**src/rtl/mem_arb_pkg.sv**
```systemverilog
// Shared encodings for the memory bus arbiter: FSM states, access owner and default bus widths.
package mem_arb_pkg;

    localparam int ADDR_W_DEF = 32;
    localparam int DATA_W_DEF = 32;

    typedef enum logic [1:0] {
        ST_IDLE  = 2'd0,
        ST_ISSUE = 2'd1,
        ST_WAIT  = 2'd2,
        ST_RESP  = 2'd3
    } arb_state_t;

    typedef enum logic {
        OWN_CPU = 1'b0,
        OWN_DMA = 1'b1
    } owner_t;

endpackage

```
**src/rtl/mem_arb_stats.sv**
```systemverilog
// Saturating grant and CPU-wait counters for the memory bus arbiter.
// Instantiated by mem_bus_arbiter only when ARB_STATS_EN is defined.
module mem_arb_stats (
    input  logic        clk,
    input  logic        reset,
    input  logic        grant_cpu,
    input  logic        grant_dma,
    input  logic        cpu_stall,
    output logic [31:0] stat_cpu_grants,
    output logic [31:0] stat_dma_grants,
    output logic [31:0] stat_cpu_wait
);

    always_ff @(posedge clk) begin
        if (reset) begin
            stat_cpu_grants <= '0;
            stat_dma_grants <= '0;
            stat_cpu_wait   <= '0;
        end else begin
            if (grant_cpu && (stat_cpu_grants != '1))
                stat_cpu_grants <= stat_cpu_grants + 1'b1;
            if (grant_dma && (stat_dma_grants != '1))
                stat_dma_grants <= stat_dma_grants + 1'b1;
            if (cpu_stall && (stat_cpu_wait != '1))
                stat_cpu_wait <= stat_cpu_wait + 1'b1;
        end
    end

endmodule

```
**src/rtl/mem_bus_arbiter.sv**
```systemverilog
// Arbitrates the single memory/device bus between the CPU MEM-stage port and the DMA/UART port.
// Optional statistics counters are built in when ARB_STATS_EN is defined.
//
//  state    | meaning
//  ---------+--------------------------------------------------------------
//  ST_IDLE  | no access in flight; arbitrate and latch the winner's request
//  ST_ISSUE | mem_rd or mem_wr strobe high for one cycle
//  ST_WAIT  | read latency countdown; capture mem_rdata on the last cycle
//  ST_RESP  | one-cycle ack to the owner; new requests are ignored
module mem_bus_arbiter
    import mem_arb_pkg::*;
#(
    parameter int ADDR_W       = ADDR_W_DEF,
    parameter int DATA_W       = DATA_W_DEF,
    parameter int MEM_LATENCY  = 1,
    parameter int CPU_PRIORITY = 1,
    parameter int DMA_MAX_WAIT = 4
) (
    input  logic              clk,
    input  logic              reset,
    input  logic              cpu_req,
    input  logic              cpu_we,
    input  logic [ADDR_W-1:0] cpu_addr,
    input  logic [DATA_W-1:0] cpu_wdata,
    output logic [DATA_W-1:0] cpu_rdata,
    output logic              cpu_ack,
    output logic              cpu_stall,
    input  logic              dma_req,
    input  logic              dma_we,
    input  logic [ADDR_W-1:0] dma_addr,
    input  logic [DATA_W-1:0] dma_wdata,
    output logic [DATA_W-1:0] dma_rdata,
    output logic              dma_ack,
    output logic              mem_rd,
    output logic              mem_wr,
    output logic [ADDR_W-1:0] mem_addr,
    output logic [DATA_W-1:0] mem_wdata,
    input  logic [DATA_W-1:0] mem_rdata
`ifdef ARB_STATS_EN
    ,
    output logic [31:0]       stat_cpu_grants,
    output logic [31:0]       stat_dma_grants,
    output logic [31:0]       stat_cpu_wait
`endif
);

    localparam int LAT_W   = $clog2(MEM_LATENCY + 1);
    localparam int DWAIT_W = $clog2(DMA_MAX_WAIT + 1);

    arb_state_t         state;
    owner_t             owner;
    owner_t             last_owner;
    logic [LAT_W-1:0]   lat_cnt;
    logic [DWAIT_W-1:0] dma_wait_cnt;
    logic               any_req;
    logic               grant_dma;
    logic               sel_we;

    always_comb begin
        any_req   = cpu_req | dma_req;
        grant_dma = 1'b0;
        if (dma_req && !cpu_req) begin
            grant_dma = 1'b1;
        end else if (dma_req && cpu_req) begin
            if (CPU_PRIORITY != 0)
                grant_dma = (dma_wait_cnt == DWAIT_W'(DMA_MAX_WAIT));
            else
                grant_dma = (last_owner == OWN_CPU);
        end
        sel_we = grant_dma ? dma_we : cpu_we;
    end

    assign cpu_stall = cpu_req & ~cpu_ack;

    always_ff @(posedge clk) begin
        if (reset) begin
            state        <= ST_IDLE;
            owner        <= OWN_CPU;
            last_owner   <= OWN_DMA;
            lat_cnt      <= '0;
            dma_wait_cnt <= '0;
            mem_rd       <= 1'b0;
            mem_wr       <= 1'b0;
            mem_addr     <= '0;
            mem_wdata    <= '0;
            cpu_ack      <= 1'b0;
            dma_ack      <= 1'b0;
            cpu_rdata    <= '0;
            dma_rdata    <= '0;
        end else begin
            mem_rd  <= 1'b0;
            mem_wr  <= 1'b0;
            cpu_ack <= 1'b0;
            dma_ack <= 1'b0;
            case (state)
                ST_IDLE: begin
                    if (any_req) begin
                        owner      <= grant_dma ? OWN_DMA : OWN_CPU;
                        last_owner <= grant_dma ? OWN_DMA : OWN_CPU;
                        mem_addr   <= grant_dma ? dma_addr : cpu_addr;
                        mem_wdata  <= grant_dma ? dma_wdata : cpu_wdata;
                        mem_rd     <= ~sel_we;
                        mem_wr     <= sel_we;
                        if (grant_dma)
                            dma_wait_cnt <= '0;
                        else if ((CPU_PRIORITY != 0) && dma_req)
                            dma_wait_cnt <= dma_wait_cnt + 1'b1;
                        state <= ST_ISSUE;
                    end
                end
                ST_ISSUE: begin
                    // mem_wr is only ever high in ISSUE, so it doubles as the latched direction
                    if (mem_wr) begin
                        cpu_ack <= (owner == OWN_CPU);
                        dma_ack <= (owner == OWN_DMA);
                        state   <= ST_RESP;
                    end else begin
                        lat_cnt <= LAT_W'(MEM_LATENCY);
                        state   <= ST_WAIT;
                    end
                end
                ST_WAIT: begin
                    if (lat_cnt == LAT_W'(1)) begin
                        if (owner == OWN_CPU) begin
                            cpu_rdata <= mem_rdata;
                            cpu_ack   <= 1'b1;
                        end else begin
                            dma_rdata <= mem_rdata;
                            dma_ack   <= 1'b1;
                        end
                        state <= ST_RESP;
                    end else begin
                        lat_cnt <= lat_cnt - 1'b1;
                    end
                end
                ST_RESP: begin
                    state <= ST_IDLE;
                end
                default: begin
                    state <= ST_IDLE;
                end
            endcase
        end
    end

`ifdef ARB_STATS_EN
    logic stat_grant_cpu;
    logic stat_grant_dma;

    assign stat_grant_cpu = (state == ST_IDLE) && any_req && !grant_dma;
    assign stat_grant_dma = (state == ST_IDLE) && grant_dma;

    mem_arb_stats u_stats (
        .clk             (clk),
        .reset           (reset),
        .grant_cpu       (stat_grant_cpu),
        .grant_dma       (stat_grant_dma),
        .cpu_stall       (cpu_stall),
        .stat_cpu_grants (stat_cpu_grants),
        .stat_dma_grants (stat_dma_grants),
        .stat_cpu_wait   (stat_cpu_wait)
    );
`endif

endmodule
```
**config.mk**
```make
export PLATFORM = sky130hd
export DESIGN_NAME = mem_bus_arbiter
export DESIGN_NICKNAME = d
export VERILOG_FILES = /design/src/rtl/mem_arb_pkg.sv /design/src/rtl/mem_arb_stats.sv /design/src/rtl/mem_bus_arbiter.sv
export SDC_FILE = /design/constraint.sdc
export NUM_CORES = 1
export LEC_CHECK = 0
export CORE_ASPECT_RATIO = 0.75
export CORE_UTILIZATION = 43
export CTS_CLUSTER_DIAMETER = 150
export DETAILED_ROUTE_END_ITERATION = 6
export PLACE_DENSITY_LB_ADDON = 0.2
export SETUP_SLACK_MARGIN = 0.3
export SLEW_MARGIN = 20
export SYNTH_ARGS = -nofsm -noshare
export SYNTH_HDL_FRONTEND = slang
export SYNTH_SLANG_ARGS = --single-unit
```
**constraint.sdc**
```tcl
create_clock -name clk -period 2.5 [get_ports clk]
set_clock_uncertainty 0.15 [all_clocks]
set_input_delay 0.625 -clock clk [delete_from_list [all_inputs] [get_ports clk]]
set_output_delay 0.625 -clock clk [all_outputs]
set_load 0.05 [all_outputs]
```
==> impl_metrics.ini <==
[status]
status = finished, violations left
violations = DRC

[placed_design]
place_congestion = 0.802
port_buffers = 298
hpwl_um = 13100

[clocking]
cts.path.max_buffers = 2
cts_tree = done
clk_pin_slew_ns = 0.06
cts_made_buffers = 17
clock-sinks = 139
hold_buffers = 0
cts_root_buf = clkbuf_16
h-tree-depth = 4
insertion_delay_ns = 0.41

[timing]
rsz0062_at_grt = false
min_period_over_period_pct = 84.7
max_freq_mhz = 472
fin_hold_ws_ns = 0.298
hold_viol_final = 0
finalMaxSlewViolations = 0
relSlewSlack_pct = 62.9
tightestPinTransition_ns = 0.558
min_period_ns = 2.12
setup_violations = 0
setup_tns_ns = 0

[floorplan]
core.rowCount = 36
fp.dieW_um = 135
die_h_um = 102
start_util_pct = 44.1
design.die.area_sq_mm = 0.0138
io_pins = 299
core_area_sq_mm = 0.0130

[yosys]
synth_warnings = 0
syn_avg_cell_area_sq_um = 8.05
yosysTopAreaCellShare_pct = 48.4
syn-num-nets = 886
synth_ff_type = dfxtp_1
seq_area_frac_synth_pct = 48.4
syn_area_sq_mm = 0.00575
synth_cell_type_count = 36
synth_cells = 714
synth_edf_count = 0
ys_ff_latch = 139
async_reset_ff_share_pct = 0
ys_top_cells_by_area = dfxtp_1 (48%), a311oi_1 (9.8%), nand2_1 (8.7%)
synth_area_leader_cell = dfxtp_1

[finish]
n_antenna_cell = 0
final_util_pct = 71.2
final_cell_mix = clkdlybuf4s50_1 (162), dfxtp_1 (139), nand2_1 (133), dlygate4sd2_1 (132), a21oi_1 (70)
drive_gt1_share_pct = 6.04
syn_to_final_growth_pct = 61.3
nets = 1152
mostFrequentLayoutCell = clkdlybuf4s50_1

[critical_path]
r2r_start = state[1]
end_kind = output pin
crit_path_top_delay_cell = dlygate4sd2_1
critPathCapture = cpu_ack
r2r_end = mem_wdata[5]
critical_path.startpoint = cpu_ack
cp_max_fo = 2
r2r_cells = 6
crit_required_ns = 1.73
slowest_delay_ns = 0.57
cp_top_family = buffers and inverters
regToRegSetupSlack_ns = 0.63
crit_type = flip-flop to output pin
critPathBufInv = 1
cp_data_arrival_time_ns = 1.34
crit_chain = dlygate4sd2_1
crit_path_start_kind = flip-flop
crit_cells = 1

[power]
power_mw = 9.05
p_per_area_mw_per_mm2 = 976
leakage_nw = 3.82
ir_worst_vdd_uv = 708

[routing]
first_pass_iters = 6
vias = 6138
first_iter_violations = 361
wl_um = 19100
routed_via_density = 5.27
wl_per_cell_um = 16.4
ant_nets = 0
drcViolationCount = 1

[grt]
grt_pass1_wl_um = 28900
grt_pass1_vias = 5523
grt_max_degree = 66
grtUsageTotal_pct = 26.6
grt_overflow_total = 0
antenna_found_initial = 0

[flow_run]
drv_cap = 0

[min_path]
hold_class = flip-flop to flip-flop
-- repair_timing --
action | in CTS | in global routing
endpoints found under the setup margin | 133 | 1
gates resized for setup | 134 | 1
setup buffers | 0 | 0
-- synth_stat cells, drive strengths merged (2+ instances only) --
| master | instances |
|---|---|
| a21boi | 2 |
| nor2 | 66 |
| and3 | 2 |
| dfxtp | 139 |
| a21oi | 70 |
| o21ai | 68 |
| a311oi | 64 |
| ha | 6 |
| clkbuf | 40 |
| buf | 32 |
| nand3 | 67 |
| nor2b | 2 |
| or3 | 2 |
| nand2 | 133 |
| inv | 6 |
-- sequential cells by signal (all words and copies together), names as in the netlist, 2 cells and up --
| signal | flops |
|---|---|
| mem_wdata | 32 |
| mem_addr | 32 |
| dma_rdata | 32 |
| cpu_rdata | 32 |
| state | 2 |
| dma_wait_cnt | 3 |
-- metal layers --
| metal | global-route usage (%) | part of all wire (%) | up-vias |
|---|---|---|---|
| li1 | - | - | 3056 |
| met1 | 33.9 | 43 | 2840 |
| met2 | 44.0 | 48 | 213 |
| met3 | 6.89 | 6.9 | 29 |
| met4 | 9.16 | 2.1 | 0 |
| met5 | 0 | 0 | - |
-- worst min path at each step --
stage	start	end	slack, ns	cells after the start
finish	cpu_rdata[8]	cpu_rdata[8]	0.30	2
global route	dma_rdata[19]	dma_rdata[19]	0.32	2
CTS	cpu_rdata[27]	cpu_rdata[27]	0.30	2
detailed placement	cpu_rdata[23]	cpu_rdata[23]	0.30	2
global placement	dma_rdata[1]	dma_rdata[1]	0.29	2
floorplan	dma_wait_cnt[1]	dma_wait_cnt[1]	0.30	2
-- where the power goes --
group | switching, mW | internal [mW]
registers | 0.238 | 2.69
clock network | 0.973 | 1.36
logic | 2.61 | 1.18
total | 3.82 | 5.22
-- final cells by class --
type | instances | area [sq um]
Fill cell | 1103 | 3750
Timing Repair Buffer | 319 | 3080
Sequential cell | 139 | 2780
Multi-Input combinational cell | 497 | 2610
Clock buffer | 21 | 470
Tap cell | 171 | 214
Clock inverter | 11 | 86.3
Inverter | 6 | 22.5
-- cells by family after synthesis --
logic type,count (synthesis),share of synthesized area [%]
multiplexers,1,0.174
buffers and inverters,78,6.51
AND/OR/NAND/NOR,280,20.6
flip-flops,139,48.4
adder cells (fa/ha/maj),6,1.31
AO/OA/AOI/OAI,210,23.0
-- stage by stage --
| stage | worst slack [ns] | cell area [sq um] | cells |
|---|---|---|---|
| 2_1_floorplan | 0.393 | 5750 | 714 |
| 3_3_place_gp | 0.0292 | 8870 | 1132 |
| 3_5_place_dp | 0.00925 | 8870 | 1132 |
| 4_1_cts | 0.112 | 9270 | 1164 |
| 5_1_grt | 0.329 | 9270 | 1164 |
| 6_report | 0.382 | 9270 | 1164 |
Power figures use the tool's default switching activity.
